--- src/rtl/imem_arbiter_if.sv ---
`default_nettype none
//==============================================================================
// Module      : imem_arbiter_if
// Description : Two-port fetch request/response bus plus combinational IMEM port.
// Revision    : 1.0 - initial release
//==============================================================================
interface imem_arbiter_if;
   logic [1:0]        req_valid;
   logic [1:0][31:0]  req_addr;
   logic [1:0]        req_ready;
   logic [1:0]        rsp_valid;
   logic [1:0]        rsp_ready;
   logic [31:0]       rsp_data;
   logic              rsp_err;
   logic [31:0]       mem_addr;
   logic [31:0]       mem_data;
   logic              mem_valid;

   modport slave (
      input  req_valid, req_addr, rsp_ready, mem_data, mem_valid,
      output req_ready, rsp_valid, rsp_data, rsp_err, mem_addr
   );

   modport master (
      output req_valid, req_addr, rsp_ready, mem_data, mem_valid,
      input  req_ready, rsp_valid, rsp_data, rsp_err, mem_addr
   );
endinterface
`default_nettype wire

--- src/rtl/imem_arbiter.sv ---
`default_nettype none
//==============================================================================
// Module      : imem_arbiter
// Description : Round-robin two-port arbiter in front of a combinational IMEM.
// Revision    : 1.0 - initial release
//==============================================================================
module imem_arbiter #(
   parameter logic [31:0] NOP_WORD = 32'h00000013,
   parameter int          ERRCNT_W = 16
) (
   input  logic                clock,
   input  logic                reset,
   imem_arbiter_if.slave       bus,
   output logic [ERRCNT_W-1:0] err_count
);

   typedef enum logic [0:0] {
      IDLE = 1'b0,
      RESP = 1'b1
   } state_t;

   state_t              r_state;
   state_t              w_state_nxt;
   logic                r_owner;
   logic                r_last;
   logic [31:0]         r_rsp_data;
   logic                r_rsp_err;
   logic [ERRCNT_W-1:0] r_err_count;

   logic                w_handshake;
   logic                w_grant;
   logic                w_pick;

   always_ff @(posedge clock or posedge reset) begin
      if (reset) begin
         r_state <= IDLE;
      end else begin
         r_state <= w_state_nxt;
      end
   end

   // Grant is gated by reset so req_ready stays low for the whole reset window.
   always_comb begin
      w_handshake   = 1'b0;
      w_grant       = 1'b0;
      w_pick        = 1'b0;
      w_state_nxt   = r_state;
      bus.req_ready = 2'b00;
      bus.rsp_valid = 2'b00;
      bus.mem_addr  = bus.req_addr[0];

      w_handshake = (r_state == RESP) && bus.rsp_ready[r_owner];

      if (bus.req_valid == 2'b11) begin
         w_pick = ~r_last;
      end else begin
         w_pick = bus.req_valid[1];
      end

      w_grant = !reset && ((r_state == IDLE) || w_handshake) && (bus.req_valid != 2'b00);

      if (w_grant) begin
         bus.req_ready[w_pick] = 1'b1;
         bus.mem_addr          = bus.req_addr[w_pick];
      end

      if (r_state == RESP) begin
         bus.rsp_valid[r_owner] = 1'b1;
      end

      if (w_grant) begin
         w_state_nxt = RESP;
      end else if (w_handshake) begin
         w_state_nxt = IDLE;
      end
   end

   always_ff @(posedge clock or posedge reset) begin
      if (reset) begin
         r_owner     <= 1'b0;
         r_last      <= 1'b1;
         r_rsp_data  <= NOP_WORD;
         r_rsp_err   <= 1'b0;
         r_err_count <= '0;
      end else if (w_grant) begin
         r_owner <= w_pick;
         r_last  <= w_pick;
         if (bus.mem_valid) begin
            r_rsp_data <= bus.mem_data;
            r_rsp_err  <= 1'b0;
         end else begin
            r_rsp_data <= NOP_WORD;
            r_rsp_err  <= 1'b1;
            if (!(&r_err_count)) begin
               r_err_count <= r_err_count + {{(ERRCNT_W-1){1'b0}}, 1'b1};
            end
         end
      end
   end

   assign bus.rsp_data = r_rsp_data;
   assign bus.rsp_err  = r_rsp_err;
   assign err_count    = r_err_count;

endmodule
`default_nettype wire

--- src/flat_wrapper.sv ---
// flat-port wrapper written by rule: the top's interface ports become plain ports
module imem_arbiter_flat 
#(
   parameter logic [31:0] NOP_WORD = 32'h00000013,
   parameter int          ERRCNT_W = 16
)
  (clock, reset, err_count, bus_req_valid, bus_req_addr, bus_rsp_ready, bus_mem_data, bus_mem_valid, bus_req_ready, bus_rsp_valid, bus_rsp_data, bus_rsp_err, bus_mem_addr);
  imem_arbiter_if bus_i ();
  input  logic clock;
  input  logic reset;
  output logic [ERRCNT_W-1:0] err_count;
  input wire logic [$bits(bus_i.req_valid)-1:0] bus_req_valid;
  input wire logic [$bits(bus_i.req_addr)-1:0] bus_req_addr;
  input wire logic [$bits(bus_i.rsp_ready)-1:0] bus_rsp_ready;
  input wire logic [$bits(bus_i.mem_data)-1:0] bus_mem_data;
  input wire logic [$bits(bus_i.mem_valid)-1:0] bus_mem_valid;
  output wire logic [$bits(bus_i.req_ready)-1:0] bus_req_ready;
  output wire logic [$bits(bus_i.rsp_valid)-1:0] bus_rsp_valid;
  output wire logic [$bits(bus_i.rsp_data)-1:0] bus_rsp_data;
  output wire logic [$bits(bus_i.rsp_err)-1:0] bus_rsp_err;
  output wire logic [$bits(bus_i.mem_addr)-1:0] bus_mem_addr;
  assign bus_i.req_valid = bus_req_valid;
  assign bus_i.req_addr = bus_req_addr;
  assign bus_i.rsp_ready = bus_rsp_ready;
  assign bus_i.mem_data = bus_mem_data;
  assign bus_i.mem_valid = bus_mem_valid;
  assign bus_req_ready = bus_i.req_ready;
  assign bus_rsp_valid = bus_i.rsp_valid;
  assign bus_rsp_data = bus_i.rsp_data;
  assign bus_rsp_err = bus_i.rsp_err;
  assign bus_mem_addr = bus_i.mem_addr;
  imem_arbiter #(.NOP_WORD(NOP_WORD), .ERRCNT_W(ERRCNT_W)) u_core (.clock(clock), .reset(reset), .bus(bus_i), .err_count(err_count));
endmodule
--- config.mk ---
export PLATFORM = sky130hd
export DESIGN_NAME = imem_arbiter_flat
export DESIGN_NICKNAME = d
export VERILOG_FILES = /design/src/rtl/imem_arbiter_if.sv /design/src/rtl/imem_arbiter.sv /design/src/flat_wrapper.sv
export SDC_FILE = /design/constraint.sdc
export NUM_CORES = 1
export LEC_CHECK = 0
export CAP_MARGIN = 20
export CORE_AREA = 3 3 99 101
export DETAILED_ROUTE_END_ITERATION = 8
export DIE_AREA = 0 0 102 104
export GPL_ROUTABILITY_DRIVEN = 0
export PLACE_DENSITY = 0.75
export SETUP_SLACK_MARGIN = 0.05
export SLEW_MARGIN = 5
export SYNTH_ARGS = -nofsm -noshare
export SYNTH_HDL_FRONTEND = slang
export SYNTH_SLANG_ARGS = --single-unit
--- constraint.sdc ---
create_clock -name clock -period 2.05 [get_ports clock]
set_input_delay 0.3075 -clock clock [delete_from_list [all_inputs] [get_ports clock]]
set_output_delay 0.3075 -clock clock [all_outputs]
set_load 0.02 [all_outputs]
== After elaboration in Yosys (flattened, before gate mapping) ==
Cells that the tools add are included.

* Divide/modulo/power cells: 0
* Equal/unequal tests: 1
* Bitwise operators: 4
* Muxes and demuxes: 16
* $add $sub $neg: 1
* Shift-type cells: 0
* Reduce and logical (&&, ||, !) cells: 11
* $lt $le $gt $ge: 4
* Multipliers: 0

{| class="wikitable"
|+ Operators by type and width
! kind !! number
|-
| two-way mux 32 bit || 4
|-
| adder 16 x 1 -> 16 bit, second input constant || 1
|-
| AND reduction 16 bit || 1
|-
| two-way mux 1 bit || 8
|-
| logical AND 1 bit || 5
|-
| < comparator 1 x 2 -> 1 bit, second input constant || 2
|-
| two-way mux 2 bit || 2
|-
| inverter 1 bit || 4
|-
| nonzero test 2 bit || 2
|-
| AND reduction 3 bit || 1
|-
| demux 1 bit (select 1 bit) || 2
|-
| == test 2 bit, second input constant || 1
|-
| greater-or-equal comparator 1 bit, second input constant || 2
|-
| logical NOT 1 bit || 1
|-
| logical OR 1 bit || 1
|}

* Flip-flop bits (word level): 52
* Memories kept: 0
* Bits in writable memories: 0
* Logic and storage cells: 43
* Bits in latches: 0
* Memory bits (read-only): 0

== Longest topological paths before layout ==
Gate-level depths: netlist (run 1).

* Depth after elaboration: 7
* Mapped depth: 7
* Depth with buffers taken out: 6

== Least setup slack after synthesis (run 1) ==
Ideal clock, no wire load.

* Path kind: reg2out
* Start: register u_core.r_owner
* End: output port bus_mem_addr[24]
* Data arrival time: 1,663 ps
* Required time: 1,742 ps
* Setup slack: 79 ps
* Cell stages (with the launch flop): 7
* Cell sequence: dfrtp_1 -> mux2i_1 -> a21o_1 -> buf_6 -> nor2_4 -> buf_6 -> mux2_2

* Cells in the longest elaborated chain, start to end: 7

{| class="wikitable"
|+ Ends and longest elaborated chain
! item !! line !! text
|-
| start, declared || imem_arbiter.sv:24 || <nowiki>logic r_owner;</nowiki>
|-
| start signal, assigned || imem_arbiter.sv:86 || <nowiki>r_owner <= w_pick;</nowiki>
|-
| two-way mux 1 bit (not written as such) (2 in series) || imem_arbiter.sv:52 || <nowiki>w_handshake = (r_state == RESP) && bus.rsp_ready[r_owner];</nowiki>
|-
| logical AND 1 bit || imem_arbiter.sv:52 ||
|-
| logical OR 1 bit || imem_arbiter.sv:60 || <nowiki>w_grant = !reset && ((r_state == IDLE) || w_handshake) && (bus.req_valid != 2'b00);</nowiki>
|-
| logical AND 1 bit (2 in series) || imem_arbiter.sv:60 ||
|-
| two-way mux 32 bit || imem_arbiter.sv:62 || <nowiki>if (w_grant) begin</nowiki>
|-
| end, declared || flat_wrapper.sv:21 || <nowiki>output wire logic [$bits(bus_i.mem_addr)-1:0] bus_mem_addr;</nowiki>
|}

No other way between the ends. The select of a mux whose other input is x is not followed.

== Worst setup path after layout (run 1) ==
* Start: register u_core.r_owner
* End: output port bus_mem_addr[12]

Same word-level chain as after synthesis.

==> results of run 1 <==
-- state kept, by name (all words and copies together), names as in the netlist --
name	count
u_core.bus.rsp_err	1
u_core.bus.rsp_data	32
u_core.r_last	1
u_core.err_count	16
u_core.r_state	1
u_core.r_owner	1
-- logic make-up (layout without fill, tap and decap cells) --
kind of cell | after synthesis | count (layout) | synth area share [%]
compound gates | 42 | 42 | 9.04
buf+inv | 17 | 221 | 3.68
simple gates | 109 | 109 | 19.6
fa+ha+maj | 1 | 1 | 0.466
xor+xnor | 12 | 12 | 3.92
mux | 35 | 35 | 14.6
flops | 52 | 52 | 48.7
-- metrics by stage --
stage | std cells | setup WS (ns) | util (%) | TNS (ns) | total power, mW
floorplan | 268 | 0.0790 | - | 0 | 2.01
global placement | 570 | -0.677 | 52.6 | -26.35 | 2.82
global route | 583 | -0.333 | 56.1 | -9.01 | 3.83
detailed placement | 570 | -0.700 | 52.6 | -27.87 | 2.85
CTS | 585 | -0.281 | 56.5 | -8.50 | 3.68
finish | 583 | -0.267 | 56.1 | -6.97 | 3.63
-- worst min path at each step --
stage,start,to,cells after the start
floorplan,bus_mem_data[10],u_core.bus.rsp_data[10]$_DFFE_PP0P_,2
global placement,u_core.bus.rsp_data[13]$_DFFE_PP0P_,u_core.bus.rsp_data[13]$_DFFE_PP0P_,2
detailed placement,u_core.bus.rsp_data[31]$_DFFE_PP0P_,u_core.bus.rsp_data[31]$_DFFE_PP0P_,2
CTS,u_core.bus.rsp_data[0]$_DFFE_PP1P_,u_core.bus.rsp_data[0]$_DFFE_PP1P_,2
global route,u_core.bus.rsp_data[0]$_DFFE_PP1P_,u_core.bus.rsp_data[0]$_DFFE_PP1P_,2
finish,u_core.bus.rsp_data[0]$_DFFE_PP1P_,u_core.bus.rsp_data[0]$_DFFE_PP1P_,2
-- final cells by class --
class,count,area [µm²]
clock inverters,3,42.5
flip-flops and latches,52,1310
clock buffers,5,68.8
inverters,1,3.75
well taps,111,139
multi-input cells,199,1400
fillers,797,4000
repair buffers,212,2150
-- power groups by stage --
stage	sequential (mW)	combinational (mW)	clock [mW]
6_report	1.34	1.58	0.704
5_1_grt	1.37	1.70	0.768
4_1_cts	1.34	1.61	0.729
3_5_place_dp	1.35	1.50	0
3_3_place_gp	1.34	1.47	0
2_1_floorplan	1.56	0.450	0
-- cells in the final DEF, fill, tap and decap left out, types with 5 or more instances in the layout --
cell,netlist,final
clkbuf_8,0,5
nor2_1,6,6
nor2b_1,5,5
dfrtp_1,48,48
nand2_1,72,72
buf_6,4,36
mux2_4,0,23
o21ai_0,32,32
xor2_1,8,8
buf_4,0,20
clkdlybuf4s50_1,0,152
nand3_1,6,6
mux2_2,32,10
-- worst register-to-register path: stages, from the launching register on --
cell and delay, ns:
dfrtp_1 0.42, mux2i_4 0.21, a21o_4 0.22, buf_4 0.21, nor4_4 0.21, and3_1 0.21, mux2_1 0.32
-- routing by layer --
metal,routed length [µm],vias to the layer above,global-route usage [%],share of wire (%)
met4,36,0,2.53,0.39
met3,633,5,4.83,6.8
met2,4800,84,28.0,51
li1,-,1307,-,-
met1,3850,1260,22.4,41
met5,0,-,0,0
-- repair_timing --
action / 4_1_cts / 5_1_grt
endpoints found under the setup margin: 35 / 36
cloned: 2 / 0
gates resized for setup: 236 / 8
pin swaps: 3 / 0
buffers inserted: 6 / 1
hold buffers: 0 / 0
hold endpoints to repair: 0 / 0
==> impl_metrics.json, run 1 <==
{
  "status": "finished with violations",
  "violations": "setup timing",
  "cts_sinks": 52,
  "min_period_ns": 2.32,
  "clock_latency_ns": 0.30,
  "synth-async-reset-ratio_pct": 100,
  "r2r_cells": 6,
  "synthCells": 268,
  "switchingPower_mw": 1.20,
  "numPortBuffers": 187,
  "crit_slowest_cell": "dfrtp_1",
  "setup_violations": 32,
  "slowest_delay_ns": 0.42,
  "rows": 35,
  "synth.most_common_cell": "nand2_1",
  "cts_tree": "built",
  "path_class": "reg2out",
  "slew_viol_final": 0,
  "synth_top_area_share_pct": 44.8,
  "ys_types": 33,
  "yosys_warnings": 0,
  "coreArea_um2": 9110,
  "htree_levels": 2,
  "cp.depth": 7,
  "dieHeight_um": 104,
  "max_cap_viol_count": 0,
  "p_int_mw": 2.43,
  "cts_buffer_depth": 2,
  "finalCritPeriodShare_pct": 113,
  "min_path_type": "reg2reg",
  "yosysSeqAreaShare_pct": 48.7,
  "path_clk_slew_ns": 0.10,
  "routed_wl_um": 9320,
  "cp_common_cell": "buf_6",
  "viasPerCell": 4.56,
  "grt_overflow": 0,
  "p_sw_share_pct": 33.0,
  "path_max_fanout": 9,
  "ant_nets": 0,
  "cp.required_ns": 1.74,
  "synth_nets": 372,
  "synth_top_area_cell": "dfrtp_1",
  "grt_max_degree": 53,
  "rsz0062_at_grt": "true",
  "fmax_mhz": 432,
  "start_util_pct": 29.5,
  "grt_pass1_wl_um": 14300,
  "hold_viol_final": 0,
  "synth_edf_count": 0,
  "fin_ws_ns": -0.267,
  "cp-end-kind": "output port",
  "synth_area_leaders": "dfrtp_1, mux2_2, nand2_1",
  "crit_family": "multiplexers",
  "syn2layout_area_growth_pct": 90.3,
  "worst_slew_pin_slew_ns": 0.421,
  "holdWs_ns": 0.482,
  "worstSetupEndpoint": "bus_mem_addr[12]",
  "nets": 575,
  "firstDrtPassIters": 4,
  "p_seq_share_pct": 36.9,
  "syn_avg_cell_area_um2": 10.0,
  "p_comb_share_pct": 43.7,
  "finalInstanceArea_um2": 5110,
  "grt_util_all_layers_pct": 17.0,
  "clockPowerShare_pct": 19.4,
  "io_pins": 188,
  "syn_area_um2": 2680,
  "leakage_nw": 2.26,
  "rr_endpoint": "u_core.err_count[15]$_DFFE_PP0P_",
  "die-area_um2": 10600,
  "die_w_um": 102,
  "dpl-instance-area_um2": 4790,
  "grt_pass1_vias": 2683,
  "ys_top_cells_by_count": "nand2_1, dfrtp_1, mux2_2, o21ai_0",
  "crit_chain": "mux2i_4 > a21o_4 > nor2_4 > buf_6 > buf_12 > mux2_2 > buf_6",
  "num_antenna_cells": 0,
  "ys_seq_elements": 52,
  "path_buf_inv": 3,
  "cp-start-kind": "flop",
  "cp.arrival_ns": 2.01,
  "power.density_nw_per_um2": 710,
  "irDropWorstVdd_mv": 0.434,
  "drt-initial-drc-count": 55,
  "cts_buffers": 5,
  "vias": 2656,
  "hpwl_um": 7080,
  "cts-root-buf": "clkbuf_8",
  "relSlewSlack_pct": 71.9,
  "drive_gt1_share_pct": 25.4,
  "antenna_found_initial": 0,
  "skew_ns": 0.00710,
  "drc": 0,
  "rrSetupSlack_ns": 0.16,
  "r2r-start": "u_core.r_owner$_DFFE_PP0P_",
  "crit_path_start": "u_core.r_owner$_DFFE_PP0P_",
  "yosys_most_used_dff": "dfrtp_1",
  "wl_per_cell_um": 16.0
}
No activity file was read; power rests on OpenSTA's default activity.
==> run 2, diff against run 1 <==
==> constraint.sdc (replaced) <==
create_clock -name clock -period 2.05 [get_ports clock]
set_input_delay 0.3075 -clock clock [delete_from_list [all_inputs] [get_ports clock]]
set_output_delay 0.3075 -clock clock [all_outputs]
set_load 0.005 [all_outputs]
==> run 2 against run 1 <==
The flow still finishes with violations (setup timing). Core utilization rose by 1.3 points. Maximum frequency rose by 1.8%. Routed wire length rose by 1.3%. Critical endpoint is now bus_mem_addr[15]. Register-to-register slack got worse by 0.05 ns. Largest cell class unchanged. Non-clock buffer count rose by 9.
==> impl_metrics.json, run 2 (synthesis results as in run 1) <==
{
  "relSlewSlack_pct": 72.5,
  "viasPerCell": 4.56,
  "num_antenna_cells": 0,
  "most-common-layout-cells": "clkdlybuf4s50_1, nand2_1, dfrtp_1, buf_6",
  "dieHeight_um": 104,
  "grt_max_degree": 53,
  "cts_buffer_depth": 2,
  "coreArea_um2": 9110,
  "r2r_cells": 6,
  "cp-start-kind": "input pin",
  "io_pins": 188,
  "power.total_mw": 3.38,
  "grt.met2_usage_pct": 29.0,
  "min_path_type": "in2async",
  "path_clk_slew_ns": 0.10,
  "numPortBuffers": 187,
  "cts_sinks": 52,
  "grt-busiest-layer": "met2",
  "grtUsageMet3_pct": 4.56,
  "violations": "setup timing",
  "ant_nets": 0,
  "worst_slew_pin_slew_ns": 0.413,
  "firstDrtPassIters": 4,
  "crit_family": "buffers and inverters",
  "rsz0062_at_grt": "true",
  "rrSetupSlack_ns": 0.11,
  "path_class": "in2out",
  "power.density_nw_per_um2": 646,
  "layout_commonest_cell": "clkdlybuf4s50_1",
  "start_util_pct": 29.5,
  "grt_overflow": 0,
  "routed_wl_um": 9440,
  "htree_levels": 2,
  "path_buf_inv": 4,
  "rows": 35,
  "largest_reg_flops": 32,
  "cts-root-buf": "clkbuf_8",
  "drt-initial-drc-count": 65,
  "slowest_delay_ns": 0.48,
  "nets": 584,
  "grt_pass1_vias": 2852,
  "leakage_nw": 2.35,
  "clock_latency_ns": 0.30,
  "drive_gt1_share_pct": 26.4,
  "r2r-start": "u_core.r_owner$_DFFE_PP0P_",
  "finalCritPeriodShare_pct": 111,
  "cts_tree": "built",
  "antenna_found_initial": 0,
  "slew_viol_final": 0,
  "crit_chain": "clkdlybuf4s50_1 > mux2i_2 > a21o_4 > nor2_4 > buf_8 > buf_6 > mux2_4 > buf_6",
  "path_max_fanout": 7,
  "drc": 0,
  "setup_violations": 32,
  "fin_ws_ns": -0.227,
  "cp-end-kind": "output port",
  "wl_per_cell_um": 15.9,
  "vias": 2699,
  "hpwl_um": 6980,
  "nFillCells": 787,
  "cts_buffers": 5,
  "syn2layout_area_growth_pct": 94.7,
  "crit_slowest_cell": "clkdlybuf4s50_1",
  "status": "finished with violations",
  "hold_viol_final": 0,
  "min_period_ns": 2.28,
  "die-area_um2": 10600,
  "cp.required_ns": 1.74,
  "rr_endpoint": "u_core.err_count[15]$_DFFE_PP0P_",
  "irDropWorstVdd_mv": 0.361,
  "skew_ns": 0.00746,
  "post-route-util_pct": 57.4,
  "fmax_mhz": 439,
  "grt_pass1_wl_um": 14700,
  "cp_common_cell": "buf_6",
  "dp_slack_ns": -0.621,
  "max_cap_viol_count": 0,
  "grt_util_all_layers_pct": 17.5,
  "grt.met1_usage_pct": 22.8,
  "cp.arrival_ns": 1.97,
  "die_w_um": 102
}
==> run 2: cell types whose count changed in the layout (fill, tap and decap cells not counted), sizes merged <==
| cell | previous run | this run |
|---|---|---|
| buf | 59 | 64 |
| dlymetal6s2s | 0 | 1 |
| clkbuf | 5 | 8 |
| clkdlybuf4s50 | 152 | 151 |
| dlygate4sd2 | 1 | 2 |
==> run 2: routing by layer <==
layer / up-vias / part of all wire (%)
li1: 1333 / -
met1: 1275 / 43
met2: 81 / 51
met3: 10 / 5.8
met4: 0 / 0.94
met5: - / 0
==> run 2: what timing repair did <==
| item | CTS | global route |
|---|---|---|
| gates resized for setup | 194 | 20 |
| pin swaps | 2 | 0 |
| buffers inserted | 14 | 1 |
| endpoints found under the setup margin | 35 | 37 |
| hold buffers | 0 | 0 |
| cloned | 1 | 1 |
==> run 2: worst max path at each step <==
stage / startpoint / end / slack, ns / cells after the start
3_3_place_gp: bus_rsp_ready[1] / bus_mem_addr[15] / -0.59 / 7
5_1_grt: u_core.r_owner$_DFFE_PP0P_ / bus_mem_addr[14] / -0.28 / 7
2_1_floorplan: u_core.r_owner$_DFFE_PP0P_ / bus_mem_addr[10] / 0.16 / 6
6_report: bus_rsp_ready[1] / bus_mem_addr[15] / -0.23 / 8
3_5_place_dp: bus_rsp_ready[1] / bus_mem_addr[3] / -0.62 / 7
4_1_cts: u_core.r_owner$_DFFE_PP0P_ / bus_mem_addr[8] / -0.27 / 7
==> run 2: worst reg2reg max path, cell delays in order, from the launching register on <==
cell and delay [ns]:
dfrtp_1 0.40, mux2i_2 0.18, a21o_4 0.23, buf_4 0.21, nor4_4 0.31, and3_1 0.20
mux2_1 0.31
==> run 2: where the power goes <==
part	internal (mW)	leakage (nW)	total, mW	switching (mW)
clock network	0.362	0.0541	0.705	0.343
registers	1.21	0.672	1.33	0.118
logic	0.874	1.63	1.34	0.468
==> run 2: layout make-up <==
type / instances / area [µm²] / share of cell area, %
Inverter: 1 / 3.75 / 0.0718
Tap cell: 111 / 139 / 2.66
Sequential cell: 52 / 1310 / 25.0
Clock inverter: 3 / 42.5 / 0.814
Clock buffer: 5 / 68.8 / 1.32
Timing Repair Buffer: 221 / 2240 / 42.9
Multi-Input combinational cell: 199 / 1420 / 27.2
==> run 2: stage by stage <==
stage	hold slack (ns)	cell area (µm²)	cells	TNS, ns
floorplan	0.452	2680	268	0
global placement	0.461	4790	570	-23.38
detailed placement	0.470	4790	570	-25.99
CTS	0.307	5190	593	-7.41
global route	0.332	5230	592	-7.89
finish	0.318	5230	592	-5.98
==> run 3, diff against run 2 <==
CTS_BUF_LIST = sky130_fd_sc_hd__clkbuf_8   (was default)
==> results of run 3 <==
No change in the layout: final DEF, timing and power equal those of run 2.
